### config.mk
export PLATFORM = sky130hd
export DESIGN_NAME = boot_loader_flat
export DESIGN_NICKNAME = d
export VERILOG_FILES = /design/src/rtl/boot_loader_if.sv /design/src/rtl/boot_loader.sv /design/src/flat_wrapper.sv
export SDC_FILE = /design/constraint.sdc
export NUM_CORES = 1
export LEC_CHECK = 0
export ABC_AREA = 1
export ABC_CLOCK_PERIOD_IN_PS = 5800
export CAP_MARGIN = 10
export CORE_ASPECT_RATIO = 1.1
export CORE_MARGIN = 10
export CORE_UTILIZATION = 40
export CTS_CLUSTER_DIAMETER = 100
export DETAILED_ROUTE_END_ITERATION = 16
export GPL_ROUTABILITY_DRIVEN = 0
export PLACE_DENSITY = 0.65
export SLEW_MARGIN = 20
export SYNTH_ARGS = -nofsm -noshare
export SYNTH_HDL_FRONTEND = slang
export SYNTH_SLANG_ARGS = --single-unit
### constraint.sdc
create_clock -name clk_sys -period 5.8 [get_ports clk_sys]
set_clock_uncertainty 0.15 [all_clocks]
set_input_delay 1.16 -clock clk_sys [delete_from_list [all_inputs] [get_ports clk_sys]]
set_output_delay 1.16 -clock clk_sys [all_outputs]
set_load 0.1 [all_outputs]
### src/rtl/boot_loader_if.sv
// boot_loader_if: SDRAM write-request bus between the boot loader and the
// SDRAM controller.
//   mem_we   - write request, held until acknowledged
//   mem_addr - SDRAM byte address, ADDR_W bits
//   mem_bank - SDRAM bank select, BANK_W bits
//   mem_din  - write data byte
//   mem_ack  - one-cycle pulse from the controller: current write accepted
// Modports: master (boot loader side), slave (controller side).
interface boot_loader_if #(
    parameter int ADDR_W = 23,
    parameter int BANK_W = 1
);
    logic              mem_we;
    logic [ADDR_W-1:0] mem_addr;
    logic [BANK_W-1:0] mem_bank;
    logic [7:0]        mem_din;
    logic              mem_ack;

    modport master (
        output mem_we,
        output mem_addr,
        output mem_bank,
        output mem_din,
        input  mem_ack
    );

    modport slave (
        input  mem_we,
        input  mem_addr,
        input  mem_bank,
        input  mem_din,
        output mem_ack
    );
endinterface

### src/rtl/boot_loader.sv
// boot_loader: download-to-SDRAM engine for the ROM boot path.
// Accepts the ioctl byte stream for index 0, maps each 2^SLOT_W byte chunk
// through a runtime slot table to an SDRAM page and bank, buffers the bytes
// in a small FIFO and writes them out over a we/ack handshake.
// Optional macro BOOT_LOADER_FILL_EN: pad the trailing partial slot with 0xFF.
// Ports:
//   clk_sys, reset          - clock, asynchronous active-high reset
//   ioctl_download/index/wr/addr/dout - mist_io download stream
//   slot_page, slot_bank    - packed per-slot page and bank table
//   mem                     - SDRAM write bus (boot_loader_if.master)
//   busy                    - high from download start until done
//   done                    - one-cycle pulse when loading has finished
//   slot_loaded             - bit i set once a byte was written to slot i
//   overflow                - sticky: a byte was dropped on a full FIFO
module boot_loader #(
    parameter int ADDR_W     = 23,
    parameter int SLOT_W     = 14,
    parameter int NUM_SLOTS  = 8,
    parameter int BANK_W     = 1,
    parameter int FIFO_DEPTH = 4
) (
    input  logic                                  clk_sys,
    input  logic                                  reset,
    input  logic                                  ioctl_download,
    input  logic [7:0]                            ioctl_index,
    input  logic                                  ioctl_wr,
    input  logic [24:0]                           ioctl_addr,
    input  logic [7:0]                            ioctl_dout,
    input  logic [NUM_SLOTS*(ADDR_W-SLOT_W)-1:0]  slot_page,
    input  logic [NUM_SLOTS*BANK_W-1:0]           slot_bank,
    boot_loader_if.master                         mem,
    output logic                                  busy,
    output logic                                  done,
    output logic [NUM_SLOTS-1:0]                  slot_loaded,
    output logic                                  overflow
);
    localparam int PAGE_W  = ADDR_W - SLOT_W;
    localparam int SIDX_W  = 25 - SLOT_W;
    localparam int ENTRY_W = ADDR_W + BANK_W + 8;
    localparam int PTR_W   = $clog2(FIFO_DEPTH);

    typedef enum logic [2:0] {
        IDLE,
        LOAD,
        DRAIN,
`ifdef BOOT_LOADER_FILL_EN
        FILL,
`endif
        FIN
    } state_t;

    state_t state;
    logic   dl_prev;

    logic              req_we;
    logic [ADDR_W-1:0] req_addr;
    logic [BANK_W-1:0] req_bank;
    logic [7:0]        req_din;

    assign mem.mem_we   = req_we;
    assign mem.mem_addr = req_addr;
    assign mem.mem_bank = req_bank;
    assign mem.mem_din  = req_din;

    // Slot decode of the incoming byte.
    logic [SIDX_W-1:0]    wr_slot;
    logic [NUM_SLOTS-1:0] wr_hit;
    logic [PAGE_W-1:0]    wr_page;
    logic [BANK_W-1:0]    wr_bank;
    logic                 wr_in_range;

    assign wr_slot = ioctl_addr[24:SLOT_W];

    always_comb begin
        wr_hit  = '0;
        wr_page = '0;
        wr_bank = '0;
        for (int unsigned i = 0; i < NUM_SLOTS; i++) begin
            if (wr_slot == SIDX_W'(i)) begin
                wr_hit[i] = 1'b1;
                wr_page   = slot_page[i*PAGE_W +: PAGE_W];
                wr_bank   = slot_bank[i*BANK_W +: BANK_W];
            end
        end
    end

    assign wr_in_range = |wr_hit;

    // Write buffer. The head entry stays in the FIFO until its write is
    // acknowledged, so the in-flight request counts against capacity.
    logic [ENTRY_W-1:0] fifo_mem [FIFO_DEPTH];
    logic [PTR_W-1:0]   rd_ptr;
    logic [PTR_W-1:0]   wr_ptr;
    logic [PTR_W:0]     fifo_count;
    logic               fifo_empty;
    logic               fifo_full;
    logic               accept_wr;
    logic               push;
    logic               pop;

    assign fifo_empty = (fifo_count == '0);
    assign fifo_full  = (fifo_count == (PTR_W+1)'(FIFO_DEPTH));
    assign accept_wr  = (state == LOAD) && ioctl_wr && wr_in_range;
    assign push       = accept_wr && !fifo_full;
    assign pop        = req_we && mem.mem_ack && !fifo_empty;

    always_ff @(posedge clk_sys) begin
        if (push) begin
            fifo_mem[wr_ptr] <= {wr_page, ioctl_addr[SLOT_W-1:0], wr_bank, ioctl_dout};
        end
    end

`ifdef BOOT_LOADER_FILL_EN
    // End-of-data tracking and slot lookup for the last byte written.
    logic [24:0]          last_a;
    logic [SIDX_W-1:0]    last_slot;
    logic [NUM_SLOTS-1:0] last_hit;
    logic [PAGE_W-1:0]    last_page;
    logic [BANK_W-1:0]    last_bank;
    logic                 fill_start;
    logic [SLOT_W-1:0]    fill_off;
    logic [PAGE_W-1:0]    fill_page;
    logic [BANK_W-1:0]    fill_bank;

    assign last_slot = SIDX_W'((last_a - 25'd1) >> SLOT_W);

    always_comb begin
        last_hit  = '0;
        last_page = '0;
        last_bank = '0;
        for (int unsigned i = 0; i < NUM_SLOTS; i++) begin
            if (last_slot == SIDX_W'(i)) begin
                last_hit[i] = 1'b1;
                last_page   = slot_page[i*PAGE_W +: PAGE_W];
                last_bank   = slot_bank[i*BANK_W +: BANK_W];
            end
        end
    end

    assign fill_start = (last_a[SLOT_W-1:0] != '0) && (|last_hit);
`endif

    always_ff @(posedge clk_sys or posedge reset) begin
        if (reset) begin
            state       <= IDLE;
            dl_prev     <= 1'b0;
            rd_ptr      <= '0;
            wr_ptr      <= '0;
            fifo_count  <= '0;
            req_we      <= 1'b0;
            req_addr    <= '0;
            req_bank    <= '0;
            req_din     <= '0;
            busy        <= 1'b0;
            done        <= 1'b0;
            slot_loaded <= '0;
            overflow    <= 1'b0;
`ifdef BOOT_LOADER_FILL_EN
            last_a      <= '0;
            fill_off    <= '0;
            fill_page   <= '0;
            fill_bank   <= '0;
`endif
        end else begin
            dl_prev <= ioctl_download;
            done    <= 1'b0;

            if (push) begin
                wr_ptr      <= wr_ptr + 1'b1;
                slot_loaded <= slot_loaded | wr_hit;
`ifdef BOOT_LOADER_FILL_EN
                last_a      <= ioctl_addr + 25'd1;
`endif
            end
            if (accept_wr && fifo_full) begin
                overflow <= 1'b1;
            end
            if (pop) begin
                rd_ptr <= rd_ptr + 1'b1;
            end
            case ({push, pop})
                2'b10:   fifo_count <= fifo_count + 1'b1;
                2'b01:   fifo_count <= fifo_count - 1'b1;
                default: ;
            endcase

            // Request stage: a request drops the cycle after its ack; the next
            // one is issued from the FIFO head while no request is outstanding.
            if (req_we) begin
                if (mem.mem_ack) begin
                    req_we <= 1'b0;
                end
            end else if (!fifo_empty) begin
                req_we                        <= 1'b1;
                {req_addr, req_bank, req_din} <= fifo_mem[rd_ptr];
            end

            case (state)
                IDLE: begin
                    if (ioctl_download && !dl_prev && (ioctl_index == 8'd0)) begin
                        state       <= LOAD;
                        slot_loaded <= '0;
                        overflow    <= 1'b0;
                        busy        <= 1'b1;
`ifdef BOOT_LOADER_FILL_EN
                        last_a      <= '0;
`endif
                    end
                end
                LOAD: begin
                    if (!ioctl_download && dl_prev) begin
                        state <= DRAIN;
                    end
                end
                DRAIN: begin
                    if (fifo_empty && !req_we) begin
`ifdef BOOT_LOADER_FILL_EN
                        if (fill_start) begin
                            state     <= FILL;
                            fill_off  <= last_a[SLOT_W-1:0];
                            fill_page <= last_page;
                            fill_bank <= last_bank;
                        end else begin
                            state <= FIN;
                            done  <= 1'b1;
                            busy  <= 1'b0;
                        end
`else
                        state <= FIN;
                        done  <= 1'b1;
                        busy  <= 1'b0;
`endif
                    end
                end
`ifdef BOOT_LOADER_FILL_EN
                FILL: begin
                    // FIFO is empty here, so this overrides nothing from above.
                    if (!req_we) begin
                        req_we   <= 1'b1;
                        req_addr <= {fill_page, fill_off};
                        req_bank <= fill_bank;
                        req_din  <= 8'hFF;
                    end else if (mem.mem_ack) begin
                        if (fill_off == '1) begin
                            state <= FIN;
                            done  <= 1'b1;
                            busy  <= 1'b0;
                        end else begin
                            fill_off <= fill_off + 1'b1;
                        end
                    end
                end
`endif
                FIN: begin
                    state <= IDLE;
                end
                default: begin
                    state <= IDLE;
                end
            endcase
        end
    end
endmodule

### src/flat_wrapper.sv
// flat-port wrapper written by rule: the top's interface ports become plain ports
module boot_loader_flat 
#(
    parameter int ADDR_W     = 23,
    parameter int SLOT_W     = 14,
    parameter int NUM_SLOTS  = 8,
    parameter int BANK_W     = 1,
    parameter int FIFO_DEPTH = 4
)
  (clk_sys, reset, ioctl_download, ioctl_index, ioctl_wr, ioctl_addr, ioctl_dout, slot_page, slot_bank, busy, done, slot_loaded, overflow, mem_mem_we, mem_mem_addr, mem_mem_bank, mem_mem_din, mem_mem_ack);
  boot_loader_if #(.ADDR_W(ADDR_W), .BANK_W(BANK_W)) mem_i ();
  input  logic clk_sys;
  input  logic reset;
  input  logic ioctl_download;
  input  logic [7:0] ioctl_index;
  input  logic ioctl_wr;
  input  logic [24:0] ioctl_addr;
  input  logic [7:0] ioctl_dout;
  input  logic [NUM_SLOTS*(ADDR_W-SLOT_W)-1:0] slot_page;
  input  logic [NUM_SLOTS*BANK_W-1:0] slot_bank;
  output logic busy;
  output logic done;
  output logic [NUM_SLOTS-1:0] slot_loaded;
  output logic overflow;
  output wire logic [$bits(mem_i.mem_we)-1:0] mem_mem_we;
  output wire logic [$bits(mem_i.mem_addr)-1:0] mem_mem_addr;
  output wire logic [$bits(mem_i.mem_bank)-1:0] mem_mem_bank;
  output wire logic [$bits(mem_i.mem_din)-1:0] mem_mem_din;
  input wire logic [$bits(mem_i.mem_ack)-1:0] mem_mem_ack;
  assign mem_mem_we = mem_i.mem_we;
  assign mem_mem_addr = mem_i.mem_addr;
  assign mem_mem_bank = mem_i.mem_bank;
  assign mem_mem_din = mem_i.mem_din;
  assign mem_i.mem_ack = mem_mem_ack;
  boot_loader #(.ADDR_W(ADDR_W), .SLOT_W(SLOT_W), .NUM_SLOTS(NUM_SLOTS), .BANK_W(BANK_W), .FIFO_DEPTH(FIFO_DEPTH)) u_core (.clk_sys(clk_sys), .reset(reset), .ioctl_download(ioctl_download), .ioctl_index(ioctl_index), .ioctl_wr(ioctl_wr), .ioctl_addr(ioctl_addr), .ioctl_dout(ioctl_dout), .slot_page(slot_page), .slot_bank(slot_bank), .mem(mem_i), .busy(busy), .done(done), .slot_loaded(slot_loaded), .overflow(overflow));
endmodule
==> impl_metrics.json, run 1 <==
{
  "min_delay_path_depth": 1,
  "ant_nets": 0,
  "stdcell_count": 1198,
  "ys_seq_elements": 182,
  "drt_drc_violations_left": 0,
  "place_ws_ns": 1.53,
  "slew_headroom": 0.289,
  "yosysWarningCount": 0,
  "maxCapViolations": 0,
  "syn2layout_area_growth_pct": 32.5,
  "seq_area_frac_synth": 0.654,
  "layout.core_utilization": 0.535,
  "cts_setup_buffers": 0,
  "grt_overflow": 0,
  "r2r_start": "u_core.state[1]",
  "synthSimpleGateAreaFrac": 0.182,
  "area_of_the_mapped_netlist_mm2": 0.00794,
  "timing.critical_path.fanout_max": 32,
  "grt_max_degree": 66,
  "finalWorstPathRequiredPeriod_ns": 3.75,
  "cts_num_sinks": 182,
  "post-dp-hpwl_um": 14000,
  "synth_area_in_compound_gates": 0.101,
  "mostFrequentLayoutCells": "212 x sky130_fd_sc_hd__nor2_1, 169 x sky130_fd_sc_hd__clkdlybuf4s50_1, 128 x sky130_fd_sc_hd__edfxtp_1",
  "synth.avg_cell_area_um2": 10.3,
  "p_leak_nw": 4.02,
  "die_height_um": 168,
  "totalNegativeSetupSlack_ns": 0,
  "cts-buffers-inserted": 17,
  "main_combinational_cell_family_by_area_after_synthesis": "simple AND/OR/NAND/NOR gates",
  "synthesis.instances": 770,
  "grt_pass1_vias": 6211,
  "hold_start": "u_core.slot_loaded[5]",
  "nNetsFinal": 1069,
  "finalSetupViolations": 0,
  "synth-edff-count": 128,
  "initialDrtViolationCount": 383,
  "timing.critical_path.to_type": "register",
  "ctsResizeCount": 0,
  "worst_r2r_endpoint": "u_core.fifo_mem[3][9]",
  "hold_end": "u_core.slot_loaded[5]",
  "ir_worst_vdd_uv": 383,
  "postLayoutSetupSlackWorst_ns": 2.05,
  "wire_length_of_the_first_global_routing_pass_um": 32100,
  "die_area_mm2": 0.0259,
  "status": "finished clean",
  "initial_standard_cell_utilization_of_the_core": 0.404,
  "hold_ws_ns": 0.342,
  "cts-htree-levels": 4,
  "timing_worst_slew_pin_value_ns": 1.06,
  "drt-pass1-iter-count": 4,
  "drive_above_1_share": 0.0666,
  "r2r_depth": 6,
  "synth_mux_area_frac": 0,
  "antenna_violations_before_repair": 0,
  "routed_wl_um": 20300,
  "dp_cells": 1165,
  "root_buffer": "sky130_fd_sc_hd__clkbuf_16",
  "crit_chain": "clkdlybuf4s50_1 -> nor2_1 -> nand2_2 -> nor2_8 -> nand3_2 -> nor2_4",
  "routed_wire_length_per_instance_um": 16.9,
  "layout_worst_path_cycle_share": 0.646,
  "worstSetupPathType": "input pin to register",
  "power_density_mw_per_mm2": 459,
  "chipWidth_um": 154,
  "coreArea_mm2": 0.0197,
  "max_stage_delay_ns": 0.97,
  "hold_class": "register to register",
  "most_common_cell_after_layout_fill_and_taps_aside": "sky130_fd_sc_hd__nor2_1",
  "clkTransAtPathRegs_ns": 0.07,
  "synth_adder_area_share": 0.0167,
  "cts_tree": "yes",
  "ys_async_sr_fraction": 0.297,
  "cpMaxStageDelayCell": "sky130_fd_sc_hd__nor2_4",
  "diode_insertion_count_for_antenna_repair": 0,
  "synthesis.nets": 906,
  "grt_usage": 0.155,
  "crit_arrival_ns": 3.64,
  "critical_path_required_ns": 5.69,
  "dominantRegCellSynth": "sky130_fd_sc_hd__edfxtp_1",
  "route.detailed.vias_per_inst": 4.91,
  "grt_setup_unrepaired": "false",
  "postCtsHoldBufs": 0,
  "worst_skew_pair.late_latency_ns": 0.42,
  "r2r_setup_slack_ns": 2.98,
  "dr_total_vias": 5881,
  "yosys.cell_types.count": 36,
  "finalHoldViolations": 0,
  "portBuffers": 169,
  "cts-root-to-sink-buffers": 2,
  "slew_viols_final": 0,
  "design.portCount": 170,
  "post_synth_xor_area_fraction": 0.00441,
  "fp-row-count": 54,
  "achievable-frequency_mhz": 267,
  "startpoint_type": "input pin"
}
state kept, by name, indices dropped and copies added, names as in the netlist:
register and cells:
u_core.busy 1, u_core.dl_prev 1, u_core.done 1, u_core.fifo_count 3
u_core.fifo_mem 128, u_core.mem.mem_addr 23, u_core.mem.mem_bank 1, u_core.mem.mem_din 8
u_core.mem.mem_we 1, u_core.overflow 1, u_core.rd_ptr 2, u_core.slot_loaded 8
u_core.state 2, u_core.wr_ptr 2
layout make-up:
| class | instances | area, µm² |
|---|---|---|
| inverters | 55 | 206 |
| multi-input cells | 503 | 2450 |
| well taps | 252 | 315 |
| fillers | 1677 | 9140 |
| clock inverters | 14 | 171 |
| repair buffers | 174 | 1750 |
| flip-flops and latches | 182 | 5200 |
| clock buffers | 18 | 429 |
through the flow:
stage	total power [mW]	instance area (µm²)
2_1_floorplan	3.15	7940
3_3_place_gp	3.68	9890
3_5_place_dp	3.71	9890
4_1_cts	4.88	10500
5_1_grt	5.08	10500
6_report	4.83	10500
routing by layer:
metal / routed length (µm) / global-route usage / vias to the layer above
met2: 10200 / 0.262 / 188
li1: - / - / 2941
met4: 376 / 0.0608 / 0
met3: 1680 / 0.0586 / 20
met5: 0 / 0 / -
met1: 8070 / 0.172 / 2732
cells by family after synthesis:
group | Yosys count
XOR/XNOR | 4
AND/OR/NAND/NOR | 344
buffers and inverters | 85
adder cells (fa/ha/maj) | 10
AO/OA/AOI/OAI | 145
flip-flops | 182
where the power goes:
part | switching (mW) | internal, mW
combinational | 1.48 | 0.539
sequential | 0.0977 | 1.53
clock | 0.490 | 0.684
critical path: cells and delay by family:
family	cells	cell delay [ns]
and+or+nand+nor	5	2.01
buffers and inverters	1	0.44
cells in the mapped netlist, types with 9 or more instances:
cell                       count  area share
sky130_fd_sc_hd__clkbuf_1     21      0.0099
sky130_fd_sc_hd__o21a_1        9      0.0085
sky130_fd_sc_hd__a31oi_1      32       0.025
sky130_fd_sc_hd__ha_1          9       0.014
sky130_fd_sc_hd__o21ai_0      80       0.050
sky130_fd_sc_hd__nand3_1      23       0.014
sky130_fd_sc_hd__nand2_1      73       0.034
sky130_fd_sc_hd__nor2_1      216        0.10
sky130_fd_sc_hd__inv_1        51       0.024
sky130_fd_sc_hd__edfxtp_1    128        0.48
sky130_fd_sc_hd__a21oi_1      16       0.010
sky130_fd_sc_hd__dfrtp_1      54        0.17
worst max-delay path by stage:
stage,cells past startpoint,from,end
2_1_floorplan,7,ioctl_addr[23],u_core.fifo_mem[0][0]
3_3_place_gp,6,ioctl_addr[21],u_core.fifo_mem[1][9]
3_5_place_dp,6,ioctl_addr[21],u_core.fifo_mem[1][12]
4_1_cts,6,ioctl_addr[21],u_core.fifo_mem[1][12]
5_1_grt,6,ioctl_addr[21],u_core.fifo_mem[3][9]
6_report,6,ioctl_addr[21],u_core.fifo_mem[3][9]
No activity file was read; power rests on OpenSTA's default activity.
==> run 2, diff against run 1 <==
--- a/config.mk
+++ b/config.mk
@@ -6,7 +6,7 @@
 export NUM_CORES = 1
 export LEC_CHECK = 0
 export ABC_AREA = 1
-export ABC_CLOCK_PERIOD_IN_PS = 5800
+export ABC_CLOCK_PERIOD_IN_PS = 3400
 export CAP_MARGIN = 10
 export CORE_ASPECT_RATIO = 1.1
 export CORE_MARGIN = 10
@@ -14,7 +14,7 @@
 export CTS_CLUSTER_DIAMETER = 100
 export DETAILED_ROUTE_END_ITERATION = 16
 export GPL_ROUTABILITY_DRIVEN = 0
-export PLACE_DENSITY = 0.65
+export PLACE_DENSITY = 0.68
 export SLEW_MARGIN = 20
 export SYNTH_ARGS = -nofsm -noshare
 export SYNTH_HDL_FRONTEND = slang
==> constraint.sdc (replaced) <==
create_clock -name clk_sys -period 3.4 [get_ports clk_sys]
set_clock_uncertainty 0.15 [all_clocks]
set_input_delay 0.68 -clock clk_sys [delete_from_list [all_inputs] [get_ports clk_sys]]
set_output_delay 0.68 -clock clk_sys [all_outputs]
set_load 0.1 [all_outputs]
==> run 2 against run 1 <==
Clock-buffer cell count rose by 6. Design area barely moved. Combinational power up 70%. Via count is 1.0% higher. Die area is the same. Critical path type unchanged.
==> impl_metrics.json, run 2 (synthesis gave the netlist of run 1 again) <==
{
  "postLayoutSetupSlackWorst_ns": 0.780,
  "portBuffers": 169,
  "place_ws_ns": 0.414,
  "grt_overflow": 0,
  "hold_ws_ns": 0.349,
  "slew_headroom": 0.350,
  "routed_wire_length_per_instance_um": 17.1,
  "slew_viols_final": 0,
  "startpoint_type": "input pin",
  "ant_nets": 0,
  "largest-register": "u_core.fifo_mem",
  "drt-pass1-iter-count": 4,
  "cts-root-to-sink-buffers": 2,
  "drive_above_1_share": 0.120,
  "grt_pass1_vias": 6107,
  "timing_worst_slew_pin_value_ns": 0.975,
  "syn2layout_area_growth_pct": 32.4,
  "p_seq_frac": 0.338,
  "hold_class": "register to register",
  "antenna_violations_before_repair": 0,
  "finalSetupViolations": 0,
  "finalHoldViolations": 0,
  "dr_total_vias": 5941,
  "achievable-frequency_mhz": 382,
  "route.detailed.vias_per_inst": 4.92,
  "clkPwrFrac": 0.244,
  "worst_skew_pair.late_latency_ns": 0.43,
  "drt_drc_violations_left": 0,
  "timing.critical_path.to_type": "register",
  "timing.critical_path.fanout_max": 9,
  "p_leak_nw": 4.13,
  "postCtsHoldBufs": 0,
  "cts-htree-levels": 4,
  "chipWidth_um": 154,
  "grt_usage": 0.159,
  "worstSetupPathType": "input pin to register",
  "nNetsFinal": 1079,
  "ctsResizeCount": 0,
  "finish.instance_area_mm2": 0.0105,
  "initialDrtViolationCount": 353,
  "cts_num_sinks": 182,
  "cts_tree": "yes",
  "combPwrFrac": 0.418,
  "design.portCount": 170,
  "clkTransAtPathRegs_ns": 0.07,
  "wire_length_of_the_first_global_routing_pass_um": 32500,
  "finalWorstPathRequiredPeriod_ns": 2.62,
  "cts_setup_buffers": 0,
  "grt_setup_unrepaired": "false",
  "diode_insertion_count_for_antenna_repair": 0,
  "critical_path_required_ns": 3.47,
  "status": "finished clean",
  "coreArea_mm2": 0.0197,
  "totalNegativeSetupSlack_ns": 0,
  "crit_arrival_ns": 2.69,
  "grt_max_degree": 66,
  "ir_worst_vdd_uv": 597,
  "total_power_mw": 8.21,
  "routed_wl_um": 20600,
  "post-dp-hpwl_um": 14700,
  "fp-row-count": 54,
  "max_stage_delay_ns": 0.56,
  "switching_share": 0.425,
  "largest_reg_flops": 128,
  "dp_cells": 1176,
  "root_buffer": "sky130_fd_sc_hd__clkbuf_16",
  "cpMaxStageDelayCell": "sky130_fd_sc_hd__clkdlybuf4s50_1",
  "die_height_um": 168,
  "crit_chain": "clkdlybuf4s50_1 -> inv_1 -> nand2_1 -> nor2_2 -> nand2_1 -> o21ai_0 -> inv_1 -> nand4_1 -> nand2_1 -> a21oi_1",
  "initial_standard_cell_utilization_of_the_core": 0.404,
  "layout.core_utilization": 0.535,
  "power.internal_mw": 4.72,
  "power_density_mw_per_mm2": 781,
  "placedInstanceArea_mm2": 0.00990,
  "most_common_cell_after_layout_fill_and_taps_aside": "sky130_fd_sc_hd__nor2_1",
  "cpMostUsedCell": "sky130_fd_sc_hd__nand2_1",
  "die_area_mm2": 0.0259,
  "maxCapViolations": 0,
  "layout_worst_path_cycle_share": 0.771,
  "net-switching-power_mw": 3.49,
  "cts-buffers-inserted": 17,
  "mostFrequentLayoutCells": "212 x sky130_fd_sc_hd__nor2_1, 128 x sky130_fd_sc_hd__edfxtp_1, 125 x sky130_fd_sc_hd__clkdlybuf4s50_1",
  "stdcell_count": 1208
}
run 2: cell count changes in the layout (fill, tap and decap cells not counted), sizes merged:
cell           delta
buf              +54
clkbuf            +6
clkdlybuf4s50    -44
inv               -6
run 2: per-layer routing:
metal	GRT usage	wire, µm	up-vias	part of all wire
li1	-	-	2960	-
met1	0.175	8320	2768	0.40
met2	0.275	10200	191	0.50
met3	0.0663	1780	22	0.086
met4	0.0452	291	0	0.014
met5	0	0	-	0
run 2: worst max-delay path: cells and delay by family:
kind                   cells  cell delay, ns
buffers and inverters      3            0.80
AND/OR/NAND/NOR            5            0.77
AO/OA/AOI/OAI              2            0.44
run 2: power groups by stage:
stage	registers, mW	logic (mW)	clock network, mW
floorplan	4.20	1.17	0
global placement	2.82	3.43	0
detailed placement	2.83	3.47	0
CTS	2.78	3.48	2.04
global route	2.81	3.70	2.13
finish	2.78	3.43	2.00
run 2: cell type report:
class	instances	area, µm²
tap	252	315
timing repair buffer	184	1730
fill	1698	9140
multi-input combinational	503	2450
clock buffer	24	492
clock inverter	8	121
inverter	55	206
sequential	182	5200
run 2: worst paths after layout:
| path | startpoint | depth (start not counted) | slack [ns] | to |
|---|---|---|---|---|
| worst max-delay path | ioctl_addr[14] | 10 | 0.78 | u_core.fifo_mem[2][30] |
| min in group asynchronous | reset | 2 | 0.45 | u_core.slot_loaded[0] |
| max in group asynchronous | reset | 3 | 1.92 | u_core.mem.mem_din[1] |
| worst min-delay path | u_core.slot_loaded[3] | 1 | 0.35 | u_core.slot_loaded[3] |
| worst min register to register | u_core.slot_loaded[3] | 1 | 0.35 | u_core.slot_loaded[3] |
| worst max register to register | u_core.state[1] | 11 | 1.21 | u_core.fifo_count[2] |
==> run 3, diff against run 2 <==
--- a/config.mk
+++ b/config.mk
@@ -6,7 +6,7 @@
 export NUM_CORES = 1
 export LEC_CHECK = 0
 export ABC_AREA = 1
-export ABC_CLOCK_PERIOD_IN_PS = 3400
+export ABC_CLOCK_PERIOD_IN_PS = 2350
 export CAP_MARGIN = 10
 export CORE_ASPECT_RATIO = 1.1
 export CORE_MARGIN = 10
==> constraint.sdc (replaced) <==
create_clock -name clk_sys -period 2.35 [get_ports clk_sys]
set_clock_uncertainty 0.15 [all_clocks]
set_input_delay 0.47 -clock clk_sys [delete_from_list [all_inputs] [get_ports clk_sys]]
set_output_delay 0.47 -clock clk_sys [all_outputs]
set_load 0.1 [all_outputs]
==> run 3 against run 2 <==
Die area did not move. Clock power rose by 35%. Setup slack got worse by 0.62 ns. Design area rose by 3.6%. Via count rose by 5.3%. Non-clock buffer count rose by 43. Sequential cell count did not move. First-iteration DRC count did not move. Final cell count rose by 3.6%.
==> impl_metrics.json, run 3 (synthesis gave the netlist of run 1 again) <==
{
  "status": "finished clean",
  "hold_class": "input pin to async pin",
  "grt_overflow": 0,
  "cts-buffers-inserted": 17,
  "startpoint_type": "input pin",
  "p_leak_nw": 4.33,
  "drive_above_1_share": 0.161,
  "dr_total_vias": 6256,
  "total_power_mw": 11.8,
  "drt-pass1-iter-count": 4,
  "timing.critical_path.fanout_max": 7,
  "die_height_um": 168,
  "fillers": 1653,
  "slew_headroom": 0.528,
  "grt_max_degree": 66,
  "chipWidth_um": 154,
  "layout_worst_path_cycle_share": 0.933,
  "finalWorstPathRequiredPeriod_ns": 2.19,
  "worst_skew_pair.late_latency_ns": 0.42,
  "wire_length_of_the_first_global_routing_pass_um": 33400,
  "grt_usage": 0.162,
  "achievable-frequency_mhz": 456,
  "initialDrtViolationCount": 353,
  "finalHoldViolations": 0,
  "cts_num_sinks": 182,
  "cpMaxStageDelayCell": "sky130_fd_sc_hd__clkdlybuf4s50_1",
  "crit_chain": "clkdlybuf4s50_1 -> inv_1 -> nand2_1 -> inv_1 -> nand2_4 -> nor2_4 -> buf_4 -> nand2_1 -> nand2_1 -> a21oi_1 -> a21oi_1 -> buf_4",
  "syn2layout_area_growth_pct": 37.2,
  "cpMostUsedCell": "sky130_fd_sc_hd__nand2_1",
  "finalSetupViolations": 0,
  "postCtsHoldBufs": 0,
  "maxCapViolations": 0,
  "stdcell_count": 1251,
  "path_buf_inv": 5,
  "drt_drc_violations_left": 0,
  "nNetsFinal": 1122,
  "portBuffers": 169,
  "post-dp-hpwl_um": 15100,
  "max_stage_delay_ns": 0.55,
  "dp_cells": 1219,
  "largest-register": "u_core.fifo_mem",
  "mostFrequentLayoutCells": "211 x sky130_fd_sc_hd__nor2_1, 128 x sky130_fd_sc_hd__edfxtp_1, 125 x sky130_fd_sc_hd__clkdlybuf4s50_1",
  "ir_worst_vdd_uv": 982,
  "root_buffer": "sky130_fd_sc_hd__clkbuf_16",
  "route.detailed.vias_per_inst": 5.00,
  "timing.critical_path.to_type": "register",
  "clkTransAtPathRegs_ns": 0.07,
  "slew_viols_final": 0,
  "hold_ws_ns": 0.134,
  "design.portCount": 170,
  "routed_wire_length_per_instance_um": 16.7,
  "diode_insertion_count_for_antenna_repair": 0,
  "grt_setup_unrepaired": "true",
  "worstSetupPathType": "input pin to register",
  "initial_standard_cell_utilization_of_the_core": 0.404,
  "fp-row-count": 54,
  "critical_path_required_ns": 2.38,
  "grt_pass1_vias": 6497,
  "cpLargestDelayFamily": "buffers and inverters",
  "antenna_violations_before_repair": 0,
  "cts-root-to-sink-buffers": 2,
  "ant_nets": 0,
  "largest_reg_flops": 128,
  "crit_arrival_ns": 2.22,
  "cts_tree": "yes",
  "cts-htree-levels": 4,
  "most_common_cell_after_layout_fill_and_taps_aside": "sky130_fd_sc_hd__nor2_1",
  "die_area_mm2": 0.0259,
  "layout.core_utilization": 0.554,
  "power_density_mw_per_mm2": 1080,
  "coreArea_mm2": 0.0197,
  "routed_wl_um": 20900,
  "timing_worst_slew_pin_value_ns": 0.708
}
run 3: cell types whose count changed in the layout (fill, tap and decap cells not counted), moves of 2 or more:
cell,delta
sky130_fd_sc_hd__inv_6,+6
sky130_fd_sc_hd__bufinv_16,-2
sky130_fd_sc_hd__clkbuf_8,-4
sky130_fd_sc_hd__clkinv_1,+3
sky130_fd_sc_hd__buf_4,+36
sky130_fd_sc_hd__buf_12,+7
sky130_fd_sc_hd__clkbuf_1,-3
sky130_fd_sc_hd__clkinv_2,-3
sky130_fd_sc_hd__inv_8,+2
run 3: path summary, 6_finish.rpt:
check                      depth (start not counted)             from                endpoint  slack, ns
max reg2reg                                       11  u_core.state[1]    u_core.fifo_count[2]       0.19
min reg2reg                                        2      u_core.busy             u_core.busy       0.35
min in group clk_sys                               2      u_core.busy             u_core.busy       0.35
max                                               12   ioctl_addr[17]  u_core.fifo_mem[1][30]       0.16
max in group asynchronous                          3            reset        u_core.rd_ptr[0]       1.36
min                                                2            reset             u_core.done       0.13
run 3: per-stage QoR:
stage	instance area, µm²	TNS, ns	worst slack, ns
2_1_floorplan	8000	0	0.0273
6_report	10900	0	0.158
4_1_cts	10900	0	0.147
3_3_place_gp	10300	-27.78	-0.272
5_1_grt	10900	-0.00280	-0.00140
3_5_place_dp	10300	-29.80	-0.293
run 3: repair_timing:
item	in CTS	in global routing
setup buffers	0	0
gates resized for setup	0	3
setup endpoints to repair	0	8
run 3: layer usage:
metal / up-vias / wire length (µm) / global-route usage
met5: - / 0 / 0
met4: 0 / 479 / 0.0658
met3: 34 / 1850 / 0.0670
met2: 248 / 10300 / 0.271
met1: 2920 / 8260 / 0.179
li1: 3054 / - / -
run 3: report_power, final:
group / total (mW) / internal, mW / switching [mW] / leakage, nW
clock: 2.70 / 1.48 / 1.21 / 0.272
sequential: 4.02 / 3.79 / 0.233 / 1.79
combinational: 5.05 / 1.33 / 3.72 / 2.26
total: 11.8 / 6.60 / 5.17 / 4.33
run 3: layout make-up:
type	instances	area, µm²	share of cell area
repair buffers	227	2140	0.197
flip-flops and latches	182	5200	0.477
clock inverters	15	140	0.0129
inverters	55	206	0.0189
clock buffers	17	425	0.0390
well taps	252	315	0.0289
multi-input cells	503	2470	0.227
==> RTL change: new RTL, flow settings as in run 1 <==
Encoding of `state_t`: now one-hot (4 bits for 4 states).
--- a/src/rtl/boot_loader.sv
+++ b/src/rtl/boot_loader.sv
@@ -41,6 +41,6 @@
 
-    typedef enum logic [2:0] {
-        IDLE,
-        LOAD,
-        DRAIN,
+    typedef enum logic [3:0] {
+        IDLE  = 4'b0001,
+        LOAD  = 4'b0010,
+        DRAIN = 4'b0100,
 `ifdef BOOT_LOADER_FILL_EN
@@ -48,3 +48,3 @@
 `endif
-        FIN
+        FIN   = 4'b1000
     } state_t;
Function: no difference found for any inputs over 4 cycles, from zero or initial values and one cycle with reset high; so few cycles prove little.
==> RTL change against run 1 <==
Sequential cell count rose by 2; routed wire length fell by 0.44%; design area rose by 1.9%; worst hold slack got worse by 0.012 ns; synthesized area rose by 2.6%; setup slack got worse by 0.16 ns; non-clock buffer count fell by 2; clock power rose by 4%; total power rose by 1.8%; largest cell class unchanged; largest power group unchanged; highest routed layer unchanged.
==> RTL change: results (changes against run 1) <==
metric,value,unit,change
hpwl,14.0,mm,+0.20%
synth.distinct_cells,35,,-2.8%
cts_buffer_depth,2,,unchanged
worst_pin_slew,1.05,ns,-0.0131 ns
yosys-top-cells-count,"215 x nor2_1, 128 x edfxtp_1, 114 x nand2_1",,
rr_endpoint,u_core.fifo_mem[3][11],,
htree_num_levels,4,,unchanged
drc,0,,unchanged
drtIter0Drc,367,,-4.2%
wire_per_inst,16.1,um,-4.7%
min-delay-start,u_core.busy,,
critical-path-top-delay-family,simple AND/OR/NAND/NOR gates,,
synth_area_leaders,"edfxtp_1 47%, dfrtp_1 17%, nor2_1 9.9%",,
synth.top_cell.area_share,0.472,,-0.0120
ys_warn_count,0,,unchanged
switching_power,2.13,mW,+3.0%
min_path_type,flip-flop to flip-flop,,
slowest_stage,nor2_4,,
placed_area,0.0101,sq mm,+1.9%
grt_usage,0.154,,-0.00106
rr_worst_depth,5,,-1
finalHoldViolCount,0,,unchanged
syn-num-nets,958,,+5.7%
largest_register_ffs,128,,unchanged
antenna_cells,0,,unchanged
crit_path_max_fanout,32,,unchanged
pre_cts_slack,1.47,ns,-0.0596 ns
worstHoldPathCells,2,,+1
r2r_setup_slack,2.86,ns,-0.12 ns
cts_root_buf,clkbuf_16,,
portBuffers,169,,unchanged
cp_slowest_stage_delay,0.86,ns,-0.11 ns
ir_worst_vdd,0.217,mV,-43%
grt_pass1_vias,6236,,+0.40%
nets,1118,,+4.6%
holdPathEnd,u_core.busy,,
power_leakage,4.19,nW,+4.2%
antenna_found_initial,0,,unchanged
largest-register,u_core.fifo_mem,,
drive_above_1_share,0.0671,,+0.000471
worstSkewPairLatency,0.43,ns,
cp.arrival,3.81,ns,+0.17 ns
synthArstFlopShare,0.304,,+0.00764
grt_pass1_wl,32.4,mm,+1.1%
cts_resized,0,,unchanged
fill_cells,1719,,+2.5%
via_count,6148,,+4.5%
status,completed,,
reg2reg_from,u_core.state[2],,
grt_max_degree,67,,+1.5%
clkTransAtPathRegs,0.07,ns,about the same
seq_area_frac_synth,0.644,,-0.00997
-- RTL change: cell types whose count changed in the layout (fill, tap and decap cells not counted), sizes merged, moves of 4 or more --
cell,change
o21ai,-11
ha,-4
o21a,-9
nor3,+5
nand4,+8
inv,+20
nand3,+8
nand2,+39
-- RTL change: worst max path at each step --
stage / to / startpoint / slack (ns) / depth (start not counted)
floorplan: u_core.fifo_mem[0][0] / ioctl_addr[23] / 1.78 / 8
finish: u_core.fifo_mem[3][11] / ioctl_addr[16] / 1.89 / 6
CTS: u_core.fifo_mem[3][22] / ioctl_addr[16] / 1.92 / 6
global route: u_core.fifo_mem[3][22] / ioctl_addr[16] / 1.73 / 6
detailed placement: u_core.fifo_mem[3][10] / ioctl_addr[16] / 1.47 / 6
global placement: u_core.fifo_mem[3][10] / ioctl_addr[16] / 1.55 / 6
-- RTL change: logic make-up (layout without fill, tap and decap cells) --
logic type,after synthesis,count (layout),synth area share
buf+inv,105,278,0.0502
flops,184,184,0.644
compound gates,123,123,0.0822
simple gates,404,404,0.209
fa+ha+maj,6,6,0.0101
xor+xnor,4,4,0.00430
-- RTL change: per-stage QoR --
| step | hold slack (ns) | utilization | instances |
|---|---|---|---|
| 3_3_place_gp | 0.312 | 0.506 | 1219 |
| 2_1_floorplan | 0.340 | - | 826 |
| 3_5_place_dp | 0.314 | 0.506 | 1219 |
| 4_1_cts | 0.337 | 0.538 | 1251 |
| 5_1_grt | 0.383 | 0.538 | 1251 |
| 6_report | 0.330 | 0.538 | 1251 |
-- RTL change: area by class of cell --
type	instances	area [sq um]	area share
clock buffers	17	425	0.0397
well taps	252	315	0.0294
clock inverters	15	206	0.0193
flip-flops and latches	184	5250	0.490
repair buffers	172	1710	0.160
multi-input cells	537	2530	0.236
inverters	74	278	0.0259
-- RTL change: metal layers --
| metal | wire length, um | global-route usage |
|---|---|---|
| met1 | 8100 | 0.171 |
| met2 | 9930 | 0.261 |
| met3 | 1890 | 0.0674 |
| met4 | 265 | 0.0468 |
| met5 | 0 | 0 |
-- RTL change: worst register-to-register path: cells and delay by family, from the launching register on --
kind             cells  cell delay, ns
DFF                  1            0.38
and+or+nand+nor      5            2.02
-- RTL change: power by group through the flow --
stage                     Combinational (mW)  Clock [mW]  Sequential (mW)
final                                   1.98        1.22             1.72
after global routing                    2.13        1.29             1.74
after CTS                               2.00        1.24             1.72
after detailed placement                2.00           0             1.75
after global placement                  1.97           0             1.74
after floorplan                        0.692           0             2.49
